### src/rtl/ptm_rom_arb.sv
// Two-requester round-robin arbiter in front of a single-port info ROM (optional macro PTM_ARB_STAT_EN adds per-requester accept counters).
// Latency: 2 cycles from the accept edge to the rvalid pulse, one accept per cycle sustained.
// Backpressure: gnt is the only flow control; a request without gnt is ignored and its address is not latched.
module ptm_rom_arb #(
  parameter int ADDR_W = 10,
  parameter int DATA_W = 10
) (
  input  logic              clk,
  input  logic              rst,
  input  logic              req0,
  input  logic [ADDR_W-1:0] addr0,
  input  logic              req1,
  input  logic [ADDR_W-1:0] addr1,
  output logic              gnt0,
  output logic              gnt1,
  output logic              rvalid0,
  output logic [DATA_W-1:0] rdata0,
  output logic              rvalid1,
  output logic [DATA_W-1:0] rdata1,
  output logic              rom_en,
  output logic [ADDR_W-1:0] rom_addr,
  input  logic [DATA_W-1:0] rom_data
`ifdef PTM_ARB_STAT_EN
  ,
  output logic [15:0]       gcnt0,
  output logic [15:0]       gcnt1
`endif
);

  // rr holds the index of the requester granted last; 1 after reset so requester 0 wins first.
  logic rr;
  // owner of the read currently in the ROM stage
  logic owner;
  logic accept;

  // Grant: a lone requester wins immediately, a tie goes to the one not granted last.
  always_comb begin
    gnt0 = 1'b0;
    gnt1 = 1'b0;
    if (!rst) begin
      if (req0 && req1) begin
        gnt0 = rr;
        gnt1 = ~rr;
      end else begin
        gnt0 = req0;
        gnt1 = req1;
      end
    end
  end

  assign accept = gnt0 | gnt1;

  // Round-robin pointer follows the accepted requester only.
  always_ff @(posedge clk) begin
    if (rst) begin
      rr <= 1'b1;
    end else if (accept) begin
      rr <= gnt1;
    end
  end

  // Stage S1: launch the ROM read for the accepted request; address holds when idle.
  always_ff @(posedge clk) begin
    if (rst) begin
      rom_en   <= 1'b0;
      rom_addr <= '0;
      owner    <= 1'b0;
    end else begin
      rom_en <= accept;
      if (accept) begin
        rom_addr <= gnt1 ? addr1 : addr0;
        owner    <= gnt1;
      end
    end
  end

  // Stage S2: capture ROM data for the owner; the other requester's data stays frozen.
  always_ff @(posedge clk) begin
    if (rst) begin
      rvalid0 <= 1'b0;
      rvalid1 <= 1'b0;
      rdata0  <= '0;
      rdata1  <= '0;
    end else begin
      rvalid0 <= rom_en & ~owner;
      rvalid1 <= rom_en & owner;
      if (rom_en && !owner) rdata0 <= rom_data;
      if (rom_en && owner)  rdata1 <= rom_data;
    end
  end

`ifdef PTM_ARB_STAT_EN
  // Saturating accept counters, one per requester.
  always_ff @(posedge clk) begin
    if (rst) begin
      gcnt0 <= '0;
      gcnt1 <= '0;
    end else begin
      if (gnt0 && gcnt0 != 16'hFFFF) gcnt0 <= gcnt0 + 16'd1;
      if (gnt1 && gcnt1 != 16'hFFFF) gcnt1 <= gcnt1 + 16'd1;
    end
  end
`endif

endmodule

### config.mk
export PLATFORM = sky130hd
export DESIGN_NAME = ptm_rom_arb
export DESIGN_NICKNAME = d
export VERILOG_FILES = /design/src/rtl/ptm_rom_arb.sv
export SDC_FILE = /design/constraint.sdc
export NUM_CORES = 1
export LEC_CHECK = 0
export BUFFER_PORTS_ARGS = -buffer_cell sky130_fd_sc_hd__buf_2
export CAP_MARGIN = 20
export CORE_ASPECT_RATIO = 1.4
export CORE_MARGIN = 4
export CORE_UTILIZATION = 47
export CTS_CLUSTER_DIAMETER = 60
export DETAILED_ROUTE_END_ITERATION = 8
export GPL_ROUTABILITY_DRIVEN = 0
export PLACE_DENSITY = 0.83
export SLEW_MARGIN = 20
export SYNTH_ARGS = -nofsm -noshare
export SYNTH_HDL_FRONTEND = slang
export SYNTH_SLANG_ARGS = --single-unit
### constraint.sdc
create_clock -name clk -period 2.3 [get_ports clk]
set_input_delay 0.23 -clock clk [delete_from_list [all_inputs] [get_ports clk]]
set_output_delay 0.23 -clock clk [all_outputs]
set_load 0.03 [all_outputs]
# After elaboration in Yosys (flattened, before gate mapping)
# Index checks and enable logic that the tools add are counted.
totals:
  ff_bits: 35
  output_inout_bits: 35
  wordCells: 22
op_classes:
  n_mux: 5
  bitwise: 5
  n_reduce_logical: 4
op_table:
  columns: ["cell", "n"]
  rows:
  - ["$mux 10", 1]
  - ["$mux 1", 4]
  - ["$logic_and 1x1->1", 3]
  - ["$and 1x1->1", 2]
  - ["$not 1->1", 2]
  - ["$logic_not 1->1", 1]
  - ["$or 1x1->1", 1]

# Longest topological paths before layout
logic_depth:
  word_depth: 4
  mapped_depth: 4
  mapped_depth_nobuf: 3

# Worst setup path after synthesis
# OpenSTA, ideal clock, no wires.
synth_timing:
  path_type: "input to output"
  from: "input port rst"
  to: "output port gnt0"
  arrival_time_ns: 1.314
  slack_ns: 0.756
  stages: 3
  path_buffers: 2
  cell_sequence: "buf_4 > buf_2 > a211oi_1"
synth_via:
  elab_chain_cells: 1
synth_lines:
  columns: ["item", "line", "text"]
  rows:
  - ["start, declared", "9", "input logic rst,"]
  - ["$mux 1", "40", "if (!rst) begin"]
  - ["end, declared", "14", "output logic gnt0,"]
# Every way passes these cells.

# Final worst setup path
layout_timing:
  from: "register rr"
  to: "output port gnt1"
layout_via:
  elab_chain_cells: 3
layout_lines:
  columns: ["item", "line", "text"]
  rows:
  - ["start, declared", "31", "logic rr;"]
  - ["start signal, assigned", "58", "rr <= gnt1;"]
  - ["$not 1->1", "43", "gnt1 = ~rr;"]
  - ["$mux 1", "41", "if (req0 && req1) begin"]
  - ["$mux 1", "40", null]
  - ["end, declared", "15", "output logic gnt1,"]
# Every way passes these cells.

==> impl_metrics.csv <==
group,metric,value,unit
logic_synthesis,syn-num-nets,179,
logic_synthesis,async_flop_share,0,%
setup_path,cp.arrival,1550,ps
logic_synthesis,yosysSeqAreaShare,53.49,%
setup_path,worstPathCellList,"a21boi_2 > buf_4 > nor2b_4 > buf_2",
setup_path,r2r-start,"rom_en",
logic_synthesis,synth-main-ff-cell,"dfxtp_1",
setup_path,critPathMaxFanout,12,
die,die_y,70.47,um
timing,finalCritPeriodShare,77.39,%
grt,grt_pass1_wl,4774,um
cts,cts_buffers,5,
setup_path,end_kind,"primary output",
pwr,ir_worst_vdd,454.0,uV
grt,grt_remaining_overflow,0,
die,die_w,52.62,um
logic_synthesis,ys_warn_count,0,
timing,maxSlewViolCount,0,
cts,cts_setup_buffers,0,
timing,fmax,561.8,MHz
timing,finalSetupTns,0,ps
cts,cts.clk_slew.worst_paths,90,ps
hold_path,hold_path_class,"in2reg",
cts,cts_root_buf,"clkbuf_4",
logic_synthesis,syn_area_per_cell,9.035,um2
timing,setup_slack,520.1,ps
setup_path,cp.required,2070,ps
timing,setup_violations,0,
drt,via_count,1230,
timing,hold_violations,0,
logic_synthesis,netlist_area,1310,um2
setup_path,max_stage_delay,350,ps
run_status,status,"completed",
cts,cts.sinks,35,
timing,worst_pin_slew,691.3,ps
logic_synthesis,ys_types,19,
layout,finish.utilization,64.06,%
logic_synthesis,ys_ff_latch,35,
logic_synthesis,synth.most_common_cell,"nand2_1",
timing,relSlewSlack,53.74,%
timing,period_needed,1780,ps
drt,wirelength,3084,um
layout,diodes,0,
die,io_pins,69,
logic_synthesis,synth_edf_count,0,
cts,hold_buffers,0,
cts,cts_tree,"done",
placement,placed_cells,239,
placement,post-place-ws,810.5,ps
pwr,p_total,1.189,mW
cts,htree_levels,2,
grt,antenna_found_initial,0,
drt,first_pass_iters,4,
grt,grt_max_degree,39,
die,fp.coreArea,2643,um2
logic_synthesis,yosys-top-cells-count,"nand2_1, dfxtp_1, a21oi_1",
logic_synthesis,synth_top_area_cell,"dfxtp_1",
logic_synthesis,synth_top_area_share,53.49,%
grt,grt_pass1_vias,1100,
drt,ant_nets,0,
setup_path,critPathKind,"reg2out",
logic_synthesis,synthCells,145,
drt,drtIter0Drc,37,
setup_path,r2r_setup_slack,960,ps
run,cap_violations,0,
layout,drive_above_1_share,36.97,%
drt,vias_per_cell,4.980,
drt,wl_per_cell,12.49,um
cts,worstSkewPairLatency,320,ps
cts,clk_path_buf_depth,2,
setup_path,startpoint_type,"flip-flop",
die,row_count,22,
grt,globalRouteTotalUtil,17.28,%
setup_path,startpoint,"rr",
pwr,power.density,702.1,nW/um2
logic_synthesis,synth_area_leaders,"dfxtp_1, nand2_1, a21oi_1",
die,dieArea,3708,um2
placement,hpwl,2371,um
layout,stdcell_count,247,
layout,fin_nets,244,
cts,post_cts_resized,0,
setup_path,crit_path_top_delay_cell,"dfxtp_1",
drt,drcViolationCount,0,
hold_path,hp-start,"addr1[6]",
timing,rsz0062_at_grt,"no",
timing,clock_skew,4.683,ps
layout,areaGrowthSynthToFinish,29.23,%
placement,io_buffers,68,
pwr,p_leak,0.7907,nW
die,initial_utilization,49.57,%
-- registers in the layout (all words and copies together), names as in the netlist --
| register | count |
|---|---|
| rvalid0 | 1 |
| rom_addr | 10 |
| rdata1 | 10 |
| rdata0 | 10 |
| rr | 1 |
| rvalid1 | 1 |
| rom_en | 1 |
| owner | 1 |
-- worst paths after layout --
check	to	cells after the start
max	gnt1	4
min	rom_addr[6]	2
max reg2reg	rdata0[4]	3
min reg2reg	rdata1[5]	2
-- through the flow --
stage	area (um2)	hold WS, ps
finish	1693	124.2
global route	1693	96.33
CTS	1693	104.6
detailed placement	1643	444.6
global placement	1643	438.9
floorplan	1310	366.0
-- area by class of cell --
cell class | count | area, um2
fill | 250 | 949.7
clock inverter | 1 | 5.005
timing repair buffer | 69 | 347.8
tap | 36 | 45.04
sequential | 35 | 700.7
inverter | 2 | 7.507
multi-input combinational | 97 | 541.8
clock buffer | 7 | 45.04
-- layer usage --
layer / part of all wire, % / routed length [um] / track usage [%]
met5: 0 / 0 / 0
met3: 11 / 353 / 7.249
met1: 40 / 1241 / 19.07
met4: 2.5 / 77 / 8.523
met2: 46 / 1411 / 27.62
-- critical path: cells and delay by family, from the launching register on --
family                 cells  cell delay (ps)
AO/OA/AOI/OAI              1              130
buffers and inverters      2              450
flip-flops                 1              350
AND/OR/NAND/NOR            1              300
-- cells in the final DEF, fill, tap and decap left out, types with 2 or more instances in the layout --
cell type   n
a21oi_1    21
a221o_1    10
buf_2      68
clkbuf_1    2
clkbuf_4    5
dfxtp_1    35
inv_1       2
nand2_1    42
nand2b_1    2
nor2_1      5
nor4b_1    10
-- cell families (layout without fill, tap and decap cells) --
| logic type | count (synthesis) | after routing | synth area share [%] |
|---|---|---|---|
| AOI/OAI and AO/OA | 34 | 34 | 17.48 |
| buffers and inverters | 13 | 79 | 5.157 |
| DFF | 35 | 35 | 53.49 |
| and+or+nand+nor | 63 | 63 | 23.88 |
-- report_power, final --
part           switching (mW)  internal [mW]
registers              0.0207          0.642
clock network           0.182          0.119
logic                   0.146         0.0787
total                   0.349          0.840
(Power assumes the default switching activity.)
